===== src/rtl/mouse_cursor_tracker_pkg.sv =====
// Shared definitions for the cursor tracker: FSM states, screen bounds, position width.
// Also provides the true two's-complement absolute value used on the 9-bit mouse deltas.
package fishing_pkg;

  typedef enum logic [2:0] {
    IDLE,
    LATCH,
    APPLY_X,
    APPLY_Y,
    DONE
  } state_t;

  localparam int POS_W      = 14;
  localparam int DEF_H_MAX  = 6400;
  localparam int DEF_V_MAX  = 4800;
  localparam int DEF_H_INIT = 3200;
  localparam int DEF_V_INIT = 2400;

  // -256 maps to 256, so the result needs one bit more than the delta
  function automatic logic [9:0] abs9(input logic [8:0] d);
    logic [9:0] e;
    e = {d[8], d};
    return d[8] ? (~e + 10'd1) : e;
  endfunction

endpackage


===== src/rtl/mouse_cursor_tracker_if.sv =====
// Packet-in / cursor-out bundle between the PS/2 receiver side and the tracker.
interface mouse_cursor_tracker_if;
  logic [8:0]                   xm;
  logic [8:0]                   ym;
  logic [2:0]                   btnm;
  logic                         m_done_tick;
  logic                         freeze;
  logic [fishing_pkg::POS_W-1:0] h_pos;
  logic [fishing_pkg::POS_W-1:0] v_pos;
  logic                         pos_upd;
  logic                         click_l;
  logic [2:0]                   btn_held;
  logic [7:0]                   drop_cnt;

  modport master (
    output xm, ym, btnm, m_done_tick, freeze,
    input  h_pos, v_pos, pos_upd, click_l, btn_held, drop_cnt
  );

  modport slave (
    input  xm, ym, btnm, m_done_tick, freeze,
    output h_pos, v_pos, pos_upd, click_l, btn_held, drop_cnt
  );
endinterface


===== src/rtl/mouse_cursor_tracker_sat_step.sv =====
// One-axis saturating step: moves pos by mag toward limit (inc) or toward 0, clamped.
module sat_step
  import fishing_pkg::*;
(
  input  logic [POS_W-1:0] pos,
  input  logic [POS_W-1:0] mag,
  input  logic [POS_W-1:0] limit,
  input  logic             inc,
  output logic [POS_W-1:0] next
);

  logic [POS_W:0] sum;

  assign sum = {1'b0, pos} + {1'b0, mag};

  always_comb begin
    if (inc) begin
      next = (sum > {1'b0, limit}) ? limit : sum[POS_W-1:0];
    end else begin
      next = (pos < mag) ? '0 : pos - mag;
    end
  end

endmodule


===== src/rtl/mouse_cursor_tracker.sv =====
// Sequenced cursor tracker: one mouse packet -> saturating h/v position, click pulse, update strobe.
// Optional MOUSE_ACCEL_EN doubles the gain on an axis whose |delta| exceeds ACCEL_THRESH.
module mouse_cursor_tracker
  import fishing_pkg::*;
#(
  parameter int H_MAX        = DEF_H_MAX,
  parameter int V_MAX        = DEF_V_MAX,
  parameter int H_INIT       = DEF_H_INIT,
  parameter int V_INIT       = DEF_V_INIT,
  parameter int GAIN_SHIFT   = 1,
  parameter int ACCEL_THRESH = 32
) (
  input logic                   clk,
  input logic                   rst,
  mouse_cursor_tracker_if.slave bus
);

`ifdef MOUSE_ACCEL_EN
  localparam bit ACCEL_ON = 1'b1;
`else
  localparam bit ACCEL_ON = 1'b0;
`endif

  state_t state, state_nx;

  logic [8:0]       xm_reg, ym_reg;
  logic [2:0]       btnm_reg;
  logic [POS_W-1:0] mag_x, mag_y;
  logic             neg_x, neg_y, click_rise;
  logic [POS_W-1:0] h_pos, v_pos, h_next, v_next;
  logic             pos_upd, click_l;
  logic [2:0]       btn_held;
  logic [7:0]       drop_cnt;

  logic [9:0]       abs_x, abs_y;
  logic [POS_W-1:0] scaled_x, scaled_y;

  assign abs_x = abs9(xm_reg);
  assign abs_y = abs9(ym_reg);

  // Per-axis acceleration decision; the threshold compare is inert unless the macro is set
  assign scaled_x = (ACCEL_ON && (abs_x > 10'(ACCEL_THRESH))) ?
                    (POS_W'(abs_x) << (GAIN_SHIFT + 1)) : (POS_W'(abs_x) << GAIN_SHIFT);
  assign scaled_y = (ACCEL_ON && (abs_y > 10'(ACCEL_THRESH))) ?
                    (POS_W'(abs_y) << (GAIN_SHIFT + 1)) : (POS_W'(abs_y) << GAIN_SHIFT);

  always_ff @(posedge clk or posedge rst) begin
    if (rst) state <= IDLE;
    else     state <= state_nx;
  end

  always_comb begin
    state_nx = state;
    case (state)
      IDLE:    if (bus.m_done_tick) state_nx = LATCH;
      LATCH:   state_nx = APPLY_X;
      APPLY_X: state_nx = APPLY_Y;
      APPLY_Y: state_nx = DONE;
      DONE:    state_nx = IDLE;
      default: state_nx = IDLE;
    endcase
  end

  always_ff @(posedge clk or posedge rst) begin
    if (rst) begin
      xm_reg     <= '0;
      ym_reg     <= '0;
      btnm_reg   <= '0;
      mag_x      <= '0;
      mag_y      <= '0;
      neg_x      <= 1'b0;
      neg_y      <= 1'b0;
      click_rise <= 1'b0;
      h_pos      <= POS_W'(H_INIT);
      v_pos      <= POS_W'(V_INIT);
      pos_upd    <= 1'b0;
      click_l    <= 1'b0;
      btn_held   <= '0;
      drop_cnt   <= '0;
    end else begin
      pos_upd <= 1'b0;
      click_l <= 1'b0;
      if (bus.m_done_tick && (state != IDLE) && (drop_cnt != 8'hFF)) begin
        drop_cnt <= drop_cnt + 8'd1;
      end
      case (state)
        IDLE: begin
          if (bus.m_done_tick) begin
            xm_reg   <= bus.xm;
            ym_reg   <= bus.ym;
            btnm_reg <= bus.btnm;
          end
        end
        LATCH: begin
          mag_x      <= scaled_x;
          mag_y      <= scaled_y;
          neg_x      <= xm_reg[8];
          neg_y      <= ym_reg[8];
          click_rise <= btnm_reg[0] & ~btn_held[0];
        end
        APPLY_X: begin
          if (!bus.freeze) h_pos <= h_next;
        end
        APPLY_Y: begin
          if (!bus.freeze) v_pos <= v_next;
          // Registered strobes land in the DONE cycle
          pos_upd <= 1'b1;
          click_l <= click_rise;
        end
        DONE:    btn_held <= btnm_reg;
        default: ;
      endcase
    end
  end

  // Screen Y grows downward, so a positive ym moves toward 0
  sat_step u_step_h (.pos(h_pos), .mag(mag_x), .limit(POS_W'(H_MAX)), .inc(~neg_x), .next(h_next));
  sat_step u_step_v (.pos(v_pos), .mag(mag_y), .limit(POS_W'(V_MAX)), .inc(neg_y),  .next(v_next));

  assign bus.h_pos    = h_pos;
  assign bus.v_pos    = v_pos;
  assign bus.pos_upd  = pos_upd;
  assign bus.click_l  = click_l;
  assign bus.btn_held = btn_held;
  assign bus.drop_cnt = drop_cnt;

endmodule


===== src/flat_wrapper.sv =====
// flat-port wrapper written by rule: the top's interface ports become plain ports
module mouse_cursor_tracker_flat import fishing_pkg::*;
#(
  parameter int H_MAX        = DEF_H_MAX,
  parameter int V_MAX        = DEF_V_MAX,
  parameter int H_INIT       = DEF_H_INIT,
  parameter int V_INIT       = DEF_V_INIT,
  parameter int GAIN_SHIFT   = 1,
  parameter int ACCEL_THRESH = 32
)
  (clk, rst, bus_xm, bus_ym, bus_btnm, bus_m_done_tick, bus_freeze, bus_h_pos, bus_v_pos, bus_pos_upd, bus_click_l, bus_btn_held, bus_drop_cnt);
  mouse_cursor_tracker_if bus_i ();
  input logic clk;
  input logic rst;
  input wire logic [$bits(bus_i.xm)-1:0] bus_xm;
  input wire logic [$bits(bus_i.ym)-1:0] bus_ym;
  input wire logic [$bits(bus_i.btnm)-1:0] bus_btnm;
  input wire logic [$bits(bus_i.m_done_tick)-1:0] bus_m_done_tick;
  input wire logic [$bits(bus_i.freeze)-1:0] bus_freeze;
  output wire logic [$bits(bus_i.h_pos)-1:0] bus_h_pos;
  output wire logic [$bits(bus_i.v_pos)-1:0] bus_v_pos;
  output wire logic [$bits(bus_i.pos_upd)-1:0] bus_pos_upd;
  output wire logic [$bits(bus_i.click_l)-1:0] bus_click_l;
  output wire logic [$bits(bus_i.btn_held)-1:0] bus_btn_held;
  output wire logic [$bits(bus_i.drop_cnt)-1:0] bus_drop_cnt;
  assign bus_i.xm = bus_xm;
  assign bus_i.ym = bus_ym;
  assign bus_i.btnm = bus_btnm;
  assign bus_i.m_done_tick = bus_m_done_tick;
  assign bus_i.freeze = bus_freeze;
  assign bus_h_pos = bus_i.h_pos;
  assign bus_v_pos = bus_i.v_pos;
  assign bus_pos_upd = bus_i.pos_upd;
  assign bus_click_l = bus_i.click_l;
  assign bus_btn_held = bus_i.btn_held;
  assign bus_drop_cnt = bus_i.drop_cnt;
  mouse_cursor_tracker #(.H_MAX(H_MAX), .V_MAX(V_MAX), .H_INIT(H_INIT), .V_INIT(V_INIT), .GAIN_SHIFT(GAIN_SHIFT), .ACCEL_THRESH(ACCEL_THRESH)) u_core (.clk(clk), .rst(rst), .bus(bus_i));
endmodule

===== config.mk =====
export PLATFORM = sky130hd
export DESIGN_NAME = mouse_cursor_tracker_flat
export DESIGN_NICKNAME = d
export VERILOG_FILES = /design/src/rtl/mouse_cursor_tracker_pkg.sv /design/src/rtl/mouse_cursor_tracker_if.sv /design/src/rtl/mouse_cursor_tracker_sat_step.sv /design/src/rtl/mouse_cursor_tracker.sv /design/src/flat_wrapper.sv
export SDC_FILE = /design/constraint.sdc
export NUM_CORES = 1
export LEC_CHECK = 0
export ABC_CLOCK_PERIOD_IN_PS = 5050
export CORE_MARGIN = 4
export CORE_UTILIZATION = 30
export DETAILED_ROUTE_END_ITERATION = 10
export GPL_ROUTABILITY_DRIVEN = 0
export GPL_TIMING_DRIVEN = 0
export HOLD_SLACK_MARGIN = 0.02
export PLACE_DENSITY = 0.52
export SETUP_SLACK_MARGIN = 0.3
export SLEW_MARGIN = 10
export SYNTH_ARGS = -nofsm -noshare
export SYNTH_HDL_FRONTEND = slang
export SYNTH_HIERARCHICAL = 1
export SYNTH_SLANG_ARGS = --single-unit

===== constraint.sdc =====
create_clock -name clk -period 5.05 [get_ports clk]
set_clock_uncertainty 0.15 [all_clocks]
set_input_delay 1.2625 -clock clk [delete_from_list [all_inputs] [get_ports clk]]
set_output_delay 1.2625 -clock clk [all_outputs]
set_load 0.01 [all_outputs]

==> results.cfg, run 1 <==
[floorplan]
dieArea_sq_mm = 0.02783
fp.coreArea_sq_mm = 0.02453
rows = 57
start_util_pct = 30.84
die_w_um = 166.8
num_io_pins = 66
die_y_um = 166.8

[setup_path]
required_ps = 5130
path_class = register to register
cp_slowest_stage_delay_ps = 450
cp-start-kind = register
slowest_stage = fa_1
path_max_fanout = 10
crit_chain = inv_1 -> fa_1 -> or2_1 -> a221oi_4 -> o211a_1 -> nor2_1 -> xnor2_1 -> ha_1 -> nand3_1 -> a211oi_1 -> o31ai_2 -> nand3_1 -> and2_1 -> buf_2 -> a221o_1 -> mux2_2
cp_top_family = compound AO/OA/AOI/OAI gates
critPathCaptureType = register
cpMostUsedCell = nand3_1
path_buf_inv = 2
arrival_ps = 4600

[place]
placed_area_sq_mm = 0.008911
dpl.hpwl_mm = 14.52
place_inst = 1287
dp_slack_ps = 154.6
numPortBuffers = 65

[clock_tree]
postCtsHoldBufs = 0
cts_max_level = 3
cts_tree = done
clockBufferDepth = 2
clk_latency_ps = 350
cts.sinks = 88
path_clk_slew_ps = 80
root_buffer = clkbuf_16
numCtsBuffers = 9

[finish]
register_area_sq_mm = 0.002215
top_regs = u_core/bus.h_pos (14), u_core/bus.v_pos (14)
final_common_cell = inv_1
instances_no_fill = 1307
multi_input_area_sq_mm = 0.005164
drive_above_1_share_pct = 11.60
final_cell_mix = inv_1, ha_1, dfrtp_1, conb_1, clkdlybuf4s50_1
diodes = 0
fin_nets = 1094
fillers = 2567
syn2layout_area_growth_pct = 23.05
final_cell_area_sq_mm = 0.009310

[timing]
slew_viol_final = 0
setup_ws_ps = 532.2
period_needed_ps = 4518
worst_hold_slack_ps = 320.7
clock.fmax_ghz = 0.2213
setup_violations = 0
relSlewSlack_pct = 23.68
min_period_over_period_pct = 89.46
rsz0062_at_grt = no
tightest_slew_ps = 1145
finalHoldViolCount = 0

[synthesis]
yosysTopAreaCellShare_pct = 26.79
synth-adder-area-share_pct = 15.45
synthTopCellsByArea = dfrtp_1, ha_1, mux2_2, xnor2_1, inv_1
synthDistinctLibCells = 75
yosysWarnings = 6
yosysTopAreaCell = dfrtp_1
synth-edff-count = 0
synth_xor_area_share_pct = 6.598
syn_area_sq_mm = 0.007566
synth-main-ff-cell = dfrtp_1
async_flop_share_pct = 100.0
synthMuxAreaShare_pct = 9.046
synth_compound_area_share_pct = 18.17
synth_top_family_by_area = compound AO/OA/AOI/OAI gates
syn_avg_cell_area_sq_um = 9.138
syn_inst = 828
ys_seq_elements = 88
synth_simple_gate_area_share_pct = 14.65
yosysSeqAreaShare_pct = 29.22

[job]
max_cap_viol_count = 0

[global_routing]
grt_pass1_vias = 5979
grt_pass1_wl_mm = 31.32
grt_max_degree = 57
grt.total_usage_pct = 13.67
grt_overflow = 0
antenna_found_initial = 0

[detailed_routing]
first_pass_iters = 5
routed_wl_mm = 18.93
vias_per_cell = 4.686
ant_nets = 0
drt-initial-drc-count = 304
route.vias.total = 6125
wl_per_cell_um = 14.49
drcViolationCount = 0

[power_and_ir_drop]
ir_drop_mv = 0.2332
p_per_area_mw_per_mm2 = 724.1
power.total_w = 0.006741
p_leak_nw = 4.178

[run_status]
status = finished, final reports clean

[min_path]
hold_class = register to register
## final cells by class
class	count	area share, %
clock buffer	9	2.419
buffer	28	1.868
inverter	91	3.696
clock inverter	7	0.8063
multi-input combinational	690	55.46
sequential	88	23.79
timing repair buffer	70	7.607
tap	324	4.354
## layer usage
| layer | wire [um] | global-route usage, % | up-vias |
|---|---|---|---|
| li1 | - | - | 3138 |
| met4 | 224 | 3.771 | 0 |
| met2 | 8748 | 22.19 | 73 |
| met3 | 519 | 1.635 | 13 |
| met1 | 9441 | 19.30 | 2901 |
| met5 | 0 | 0 | - |
## Yosys cell counts (all sizes together) (4+ instances only)
cell type / n
inv: 91
ha: 87
dfrtp: 81
nand2: 59
nor2: 58
mux2: 51
o21ai: 51
xnor2: 43
a21oi: 39
nor3: 17
nand2b: 16
buf: 15
xor2: 14
clkbuf: 13
a21o: 12
a221o: 12
mux2i: 11
nand4: 10
nor2b: 10
o22ai: 10
nand3: 9
o31ai: 9
a211oi: 8
dfstp: 7
or3: 7
a21boi: 6
a221oi: 6
nor3b: 6
a31oi: 5
and2: 5
nor4: 5
o21bai: 5
fa: 4
o21a: 4
o31a: 4
or2: 4
## logic make-up (layout without fill, tap and decap cells)
group / after synthesis / count (layout)
AOI/OAI and AO/OA: 192 / 192
and+or+nand+nor: 217 / 217
muxes: 62 / 62
adders and majority gates: 91 / 91
buffers and inverters: 119 / 205
other: 2 / 71
xor gates and xnor gates: 57 / 57
DFF: 88 / 88
## power by group
| part | internal [W] | switching [W] |
|---|---|---|
| Combinational | 0.00218 | 0.00248 |
| Clock | 0.000351 | 0.000338 |
| Sequential | 0.00104 | 0.000349 |
| Total | 0.00357 | 0.00317 |
## repair_timing
item                       4_1_cts  5_1_grt
gates resized for setup          4       12
buffers inserted                 0        4
pin swaps                        0        4
setup endpoints to repair        5       17
## tightest hold or removal path, stage by stage (launching register included)
cell and delay, ps:
dfrtp_1 340, nand2_1 50, nand2_1 50
## path summary, 6_finish.rpt
| check | start | end | slack [ps] | depth (start not counted) |
|---|---|---|---|---|
| max | u_core/bus.h_pos[1] | u_core/bus.h_pos[12] | 530 | 16 |
| min | u_core/click_rise | u_core/click_rise | 320 | 2 |
| max reg2reg | u_core/bus.h_pos[1] | u_core/bus.h_pos[12] | 530 | 16 |
| min reg2reg | u_core/click_rise | u_core/click_rise | 320 | 2 |
| max in group asynchronous | rst | u_core/bus.v_pos[6] | 2870 | 3 |
| min in group asynchronous | rst | u_core/bus.v_pos[2] | 1160 | 2 |
## through the flow
stage,setup TNS [ps],util (%)
2_1_floorplan,0,-
3_3_place_gp,-44810,36.20
3_5_place_dp,0,36.32
4_1_cts,0,37.58
5_1_grt,0,37.95
6_report,0,37.95
Power figures use the tool's default switching activity.
==> run 2, diff against run 1 <==
Settings changed: ABC_CLOCK_PERIOD_IN_PS 5050 to 4800, SLEW_MARGIN 10 to 20.
Clock period 5.05 ns to 4.8 ns, I/O delays scaled along.
==> run 2 against run 1 <==
Cell count grew 1.5%; combinational power rose by 13%; global-route usage grew 0.053 points; hold slack worse by 11 ps; worst setup slack lost 180 ps; non-clock buffer count up 20; first-iteration DRC count down 0.66%; critical path type unchanged; largest cell class unchanged; highest routed layer unchanged.
==> results.cfg, run 2 (same netlist as run 1, synthesis figures left out) <==
[run_status]
status = finished, final reports clean

[power_and_ir_drop]
p_per_area_mw_per_mm2 = 777.6
switching_share_pct = 46.29
p_seq_share_pct = 19.5
p_sw_w = 0.003460
p_leak_nw = 4.330
power.total_w = 0.007475
power.internal_w = 0.004015
comb_power_share_pct = 71.0
ir_drop_mv = 0.2487
power_frac_clock_pct = 9.5

[timing]
worst_hold_slack_ps = 310.0
clock.fmax_ghz = 0.2250
finalHoldViolCount = 0
slew_viol_final = 0
rsz0062_at_grt = yes
tightest_slew_ps = 1187
min_period_over_period_pct = 92.59
relSlewSlack_pct = 20.85
setup_violations = 0
period_needed_ps = 4444

[floorplan]
die_w_um = 166.8
fp.coreArea_sq_mm = 0.02453
dieArea_sq_mm = 0.02783
start_util_pct = 30.84
rows = 57
die_y_um = 166.8
num_io_pins = 66

[detailed_routing]
vias_per_cell = 4.653
first_pass_iters = 4
wl_per_cell_um = 14.54
route.vias.total = 6175
drcViolationCount = 0
routed_wl_mm = 19.30
drt-initial-drc-count = 302
ant_nets = 0

[finish]
syn2layout_area_growth_pct = 27.05
diodes = 0
instances_no_fill = 1327
final_common_cell = inv_1
top_regs = u_core/bus.h_pos (14), u_core/bus.v_pos (14)
fin_nets = 1114
multi_input_area_sq_mm = 0.005299
drive_above_1_share_pct = 15.25
register_area_sq_mm = 0.002215
final_cell_mix = inv_1, ha_1, dfrtp_1, conb_1, clkdlybuf4s50_1
fillers = 2549

[clock_tree]
postCtsHoldBufs = 0
numCtsBuffers = 9
path_clk_slew_ps = 70
root_buffer = clkbuf_16
cts.sinks = 88
clk_latency_ps = 350
cts_tree = done
cts_max_level = 3
clockBufferDepth = 2

[min_path]
min-delay-start = u_core/click_rise
min_path_cells = 2
min_to = u_core/click_rise
hold_class = register to register

[job]
max_cap_viol_count = 0

[global_routing]
antenna_found_initial = 0
grt_pass1_vias = 6127
grt_overflow = 0
grt.total_usage_pct = 13.72
grt_max_degree = 76
grt_pass1_wl_mm = 31.62

[setup_path]
r2r_start = u_core/mag_y[2]
critPathCaptureType = register
arrival_ps = 4520
r2r_cells = 20
path_class = register to register
path_max_fanout = 8
timing.reg2reg.setup_slack_ps = 360
rr_endpoint = u_core/bus.v_pos[12]
cp-start-kind = register
required_ps = 4880

[place]
place_inst = 1287
dpl.hpwl_mm = 14.61
numPortBuffers = 65
==> run 2: cell count changes in the layout (fill, tap and decap cells not counted), moves of 3 or more <==
cell	before	now
mux2_4	0	9
o21ai_2	1	4
inv_2	0	3
mux2_2	37	28
o21ai_1	9	6
buf_4	9	28
inv_1	90	87
==> run 2: worst max-delay path by stage <==
stage | to | start | depth (start not counted) | slack, ps
2_1_floorplan | u_core/bus.v_pos[9] | u_core/bus.v_pos[1] | 19 | 440
3_3_place_gp | u_core/bus.drop_cnt[6] | rst | 2 | -750
3_5_place_dp | u_core/bus.v_pos[9] | u_core/mag_y[2] | 18 | -90
4_1_cts | u_core/bus.v_pos[9] | u_core/mag_y[2] | 20 | 300
5_1_grt | u_core/bus.v_pos[12] | u_core/mag_y[2] | 20 | 120
6_report | u_core/bus.v_pos[12] | u_core/mag_y[2] | 20 | 360
==> run 2: layout make-up <==
| class | count | share of cell area, % |
|---|---|---|
| multi-input combinational | 690 | 55.12 |
| sequential | 88 | 23.04 |
| timing repair buffer | 90 | 9.007 |
| tap | 324 | 4.217 |
| inverter | 91 | 3.605 |
| clock buffer | 9 | 2.343 |
| buffer | 28 | 1.887 |
| clock inverter | 7 | 0.7809 |
==> run 2: worst max-delay path, cell delays in order, from the launching register on <==
cell and delay, ps:
dfrtp_1 420, inv_2 60, ha_4 270, buf_6 120, nor2_4 50, o311a_4 320, o221ai_4 210, o31ai_4 100
a221oi_4 330, xnor2_2 130, ha_1 330, a21o_1 200, a2111oi_4 310, o21ai_2 110, a221oi_2 260, o31ai_2 120
buf_6 160, buf_8 130, mux2i_1 140, o22ai_1 100, mux2_4 300
==> run 2: per-layer routing <==
metal  wire length, um  part of all wire, %  GRT usage, %  vias up
met5                 0                    0             0        -
met4               227                  1.2         3.131        0
met3               576                  3.0         2.038       13
met2              9030                   47         22.56       83
met1              9461                   49         19.16     2895
li1                  -                    -             -     3184
==> run 2: repair_timing <==
item / 4_1_cts / 5_1_grt
pin swaps: 7 / 16
resized for setup: 13 / 41
endpoints found under the setup margin: 17 / 21
setup buffers: 11 / 13
==> run 2: stage by stage <==
| step | instance area (sq um) | setup WS [ps] | TNS (ps) | utilization, % |
|---|---|---|---|---|
| 2_1_floorplan | 7825 | 441.9 | 0 | - |
| 3_3_place_gp | 8881 | -750.4 | -60170 | 36.20 |
| 3_5_place_dp | 8914 | -94.59 | -170.3 | 36.33 |
| 4_1_cts | 9346 | 303.7 | 0 | 38.10 |
| 5_1_grt | 9613 | 122.4 | 0 | 39.18 |
| 6_report | 9613 | 355.8 | 0 | 39.18 |
==> run 2: power by group through the flow <==
stage / sequential [W] / clock [W] / combinational [W]
2_1_floorplan: 0.00143 / 0 / 0.00355
3_3_place_gp: 0.00147 / 0 / 0.00475
3_5_place_dp: 0.00148 / 0 / 0.00478
4_1_cts: 0.00147 / 0.000753 / 0.00496
5_1_grt: 0.00152 / 0.000780 / 0.00589
6_report: 0.00146 / 0.000714 / 0.00530
==> run 3, diff against run 2 <==
Settings changed: CORE_UTILIZATION 30 to 50, PLACE_DENSITY 0.52 to 0.76.
==> run 3 against run 2 <==
Count of clock-buffer cells in the layout unchanged; maximum frequency up 1.4%; global-route usage up 7.0 points; design area down 2.3%; critical path type unchanged; critical endpoint is now u_core/bus.v_pos[9]; largest power group unchanged.
==> results.cfg, run 3 (same netlist as run 1, synthesis figures left out) <==
[finish]
syn2layout_area_growth_pct = 24.18
diodes = 0
final_cell_area_sq_mm = 0.009395
top_regs = u_core/bus.h_pos (14), u_core/bus.v_pos (14)
drive_above_1_share_pct = 14.81
fillers = 1202
final_common_cell = inv_1
final_cell_mix = inv_1, ha_1, dfrtp_1, conb_1, clkdlybuf4s50_1
fin_nets = 1110

[power_and_ir_drop]
ir_drop_mv = 0.4099
p_leak_nw = 4.294
p_per_area_mw_per_mm2 = 784.3

[setup_path]
crit_end = u_core/bus.v_pos[9]
arrival_ps = 4460
r2r_cells = 18
rr_endpoint = u_core/bus.v_pos[9]
cp-start-kind = register
path_class = register to register
r2r_start = u_core/bus.v_pos[2]
critPathLaunch = u_core/bus.v_pos[2]
timing.reg2reg.setup_slack_ps = 420
path_max_fanout = 8
required_ps = 4880
critPathCaptureType = register

[place]
dp_slack_ps = -181.5
dpl.hpwl_mm = 12.95
numPortBuffers = 65
placed_area_sq_mm = 0.008738

[global_routing]
grt_overflow = 0
grt_max_degree = 75
grt_pass1_vias = 5957
grt.total_usage_pct = 20.77
antenna_found_initial = 0
grt_pass1_wl_mm = 28.59

[clock_tree]
numCtsBuffers = 9
clockBufferDepth = 2
cts_tree = done
root_buffer = clkbuf_16
clk_latency_ps = 350
cts.sinks = 88
postCtsHoldBufs = 0
path_clk_slew_ps = 80
cts_max_level = 3

[detailed_routing]
wl_per_cell_um = 14.70
first_pass_iters = 5
ant_nets = 0
routed_wl_mm = 17.39
route.vias.total = 6246
drcViolationCount = 0
vias_per_cell = 5.280
drt-initial-drc-count = 339

[floorplan]
num_io_pins = 66
die_y_um = 131.0
dieArea_sq_mm = 0.01716
fp.coreArea_sq_mm = 0.01470
rows = 44
start_util_pct = 51.47
die_w_um = 131.0

[timing]
setup_ws_ps = 416.2
period_needed_ps = 4384
min_period_over_period_pct = 91.33
worst_hold_slack_ps = 337.6
slew_viol_final = 0
setup_tns_ps = 0
rsz0062_at_grt = yes
tightest_slew_ps = 801.7
relSlewSlack_pct = 46.56
setup_violations = 0
finalHoldViolCount = 0
clock.fmax_ghz = 0.2281

[run_status]
status = finished, final reports clean

[job]
max_cap_viol_count = 0

[min_path]
hold_class = register to register
run 3: changes by cell type in the layout (fill, tap and decap cells not counted), sizes merged:
cell,delta
inv,+1
clkinv,-1
buf,-4
run 3: worst min-delay path by stage:
| stage | startpoint | to | cells after the start |
|---|---|---|---|
| after global routing | u_core/click_rise | u_core/click_rise | 2 |
| after CTS | u_core/click_rise | u_core/click_rise | 2 |
| after floorplan | u_core/click_rise | u_core/click_rise | 2 |
| after detailed placement | u_core/click_rise | u_core/click_rise | 2 |
| after global placement | u_core/click_rise | u_core/click_rise | 2 |
| final | u_core/click_rise | u_core/click_rise | 2 |
run 3: power by group:
group          switching (W)  internal, W  total [W]
sequential          0.000355      0.00109    0.00145
combinational        0.00271      0.00251    0.00521
clock               0.000341     0.000368   0.000709
run 3: layer usage:
layer,track usage [%],vias to the layer above,part of all wire (%)
met3,2.683,23,3.1
li1,-,3176,-
met5,0,-,0
met2,33.03,95,47
met1,29.56,2952,49
met4,6.413,0,1.6
run 3: critical path: stages, from the launching register on:
cell	delay [ps]
dfrtp_1	430
buf_4	160
ha_2	220
o311a_4	410
o221ai_4	230
o31ai_4	100
a221oi_4	310
xnor2_2	110
ha_1	310
a21o_1	190
a2111oi_4	300
o21ai_2	110
a221oi_2	260
o31ai_2	110
buf_6	150
buf_8	130
a32oi_2	200
o21ai_1	110
mux2_2	270
run 3: repair_timing:
action	4_1_cts	5_1_grt
buffers inserted	6	14
cloned	0	0
setup endpoints to repair	17	16
gates resized for setup	10	37
endpoints found under the hold margin	0	0
pin swaps	5	14
run 3: metrics by stage:
stage / util, % / instances / power [W]
floorplan: - / 897 / 0.004981
global placement: 59.23 / 1146 / 0.006047
detailed placement: 59.45 / 1147 / 0.006162
CTS: 61.99 / 1169 / 0.006990
global route: 63.92 / 1183 / 0.008047
finish: 63.92 / 1183 / 0.007369
run 3: cell type report:
class / instances / area (sq um) / share of cell area (%)
Timing Repair Buffer: 86 / 828.3 / 8.816
Sequential cell: 88 / 2213 / 23.56
Inverter: 91 / 346.6 / 3.689
Clock buffer: 9 / 225.2 / 2.397
Buffer: 28 / 183.9 / 1.958
Tap cell: 184 / 230.2 / 2.450
Clock inverter: 7 / 72.57 / 0.7724
Multi-Input combinational cell: 690 / 5295 / 56.36
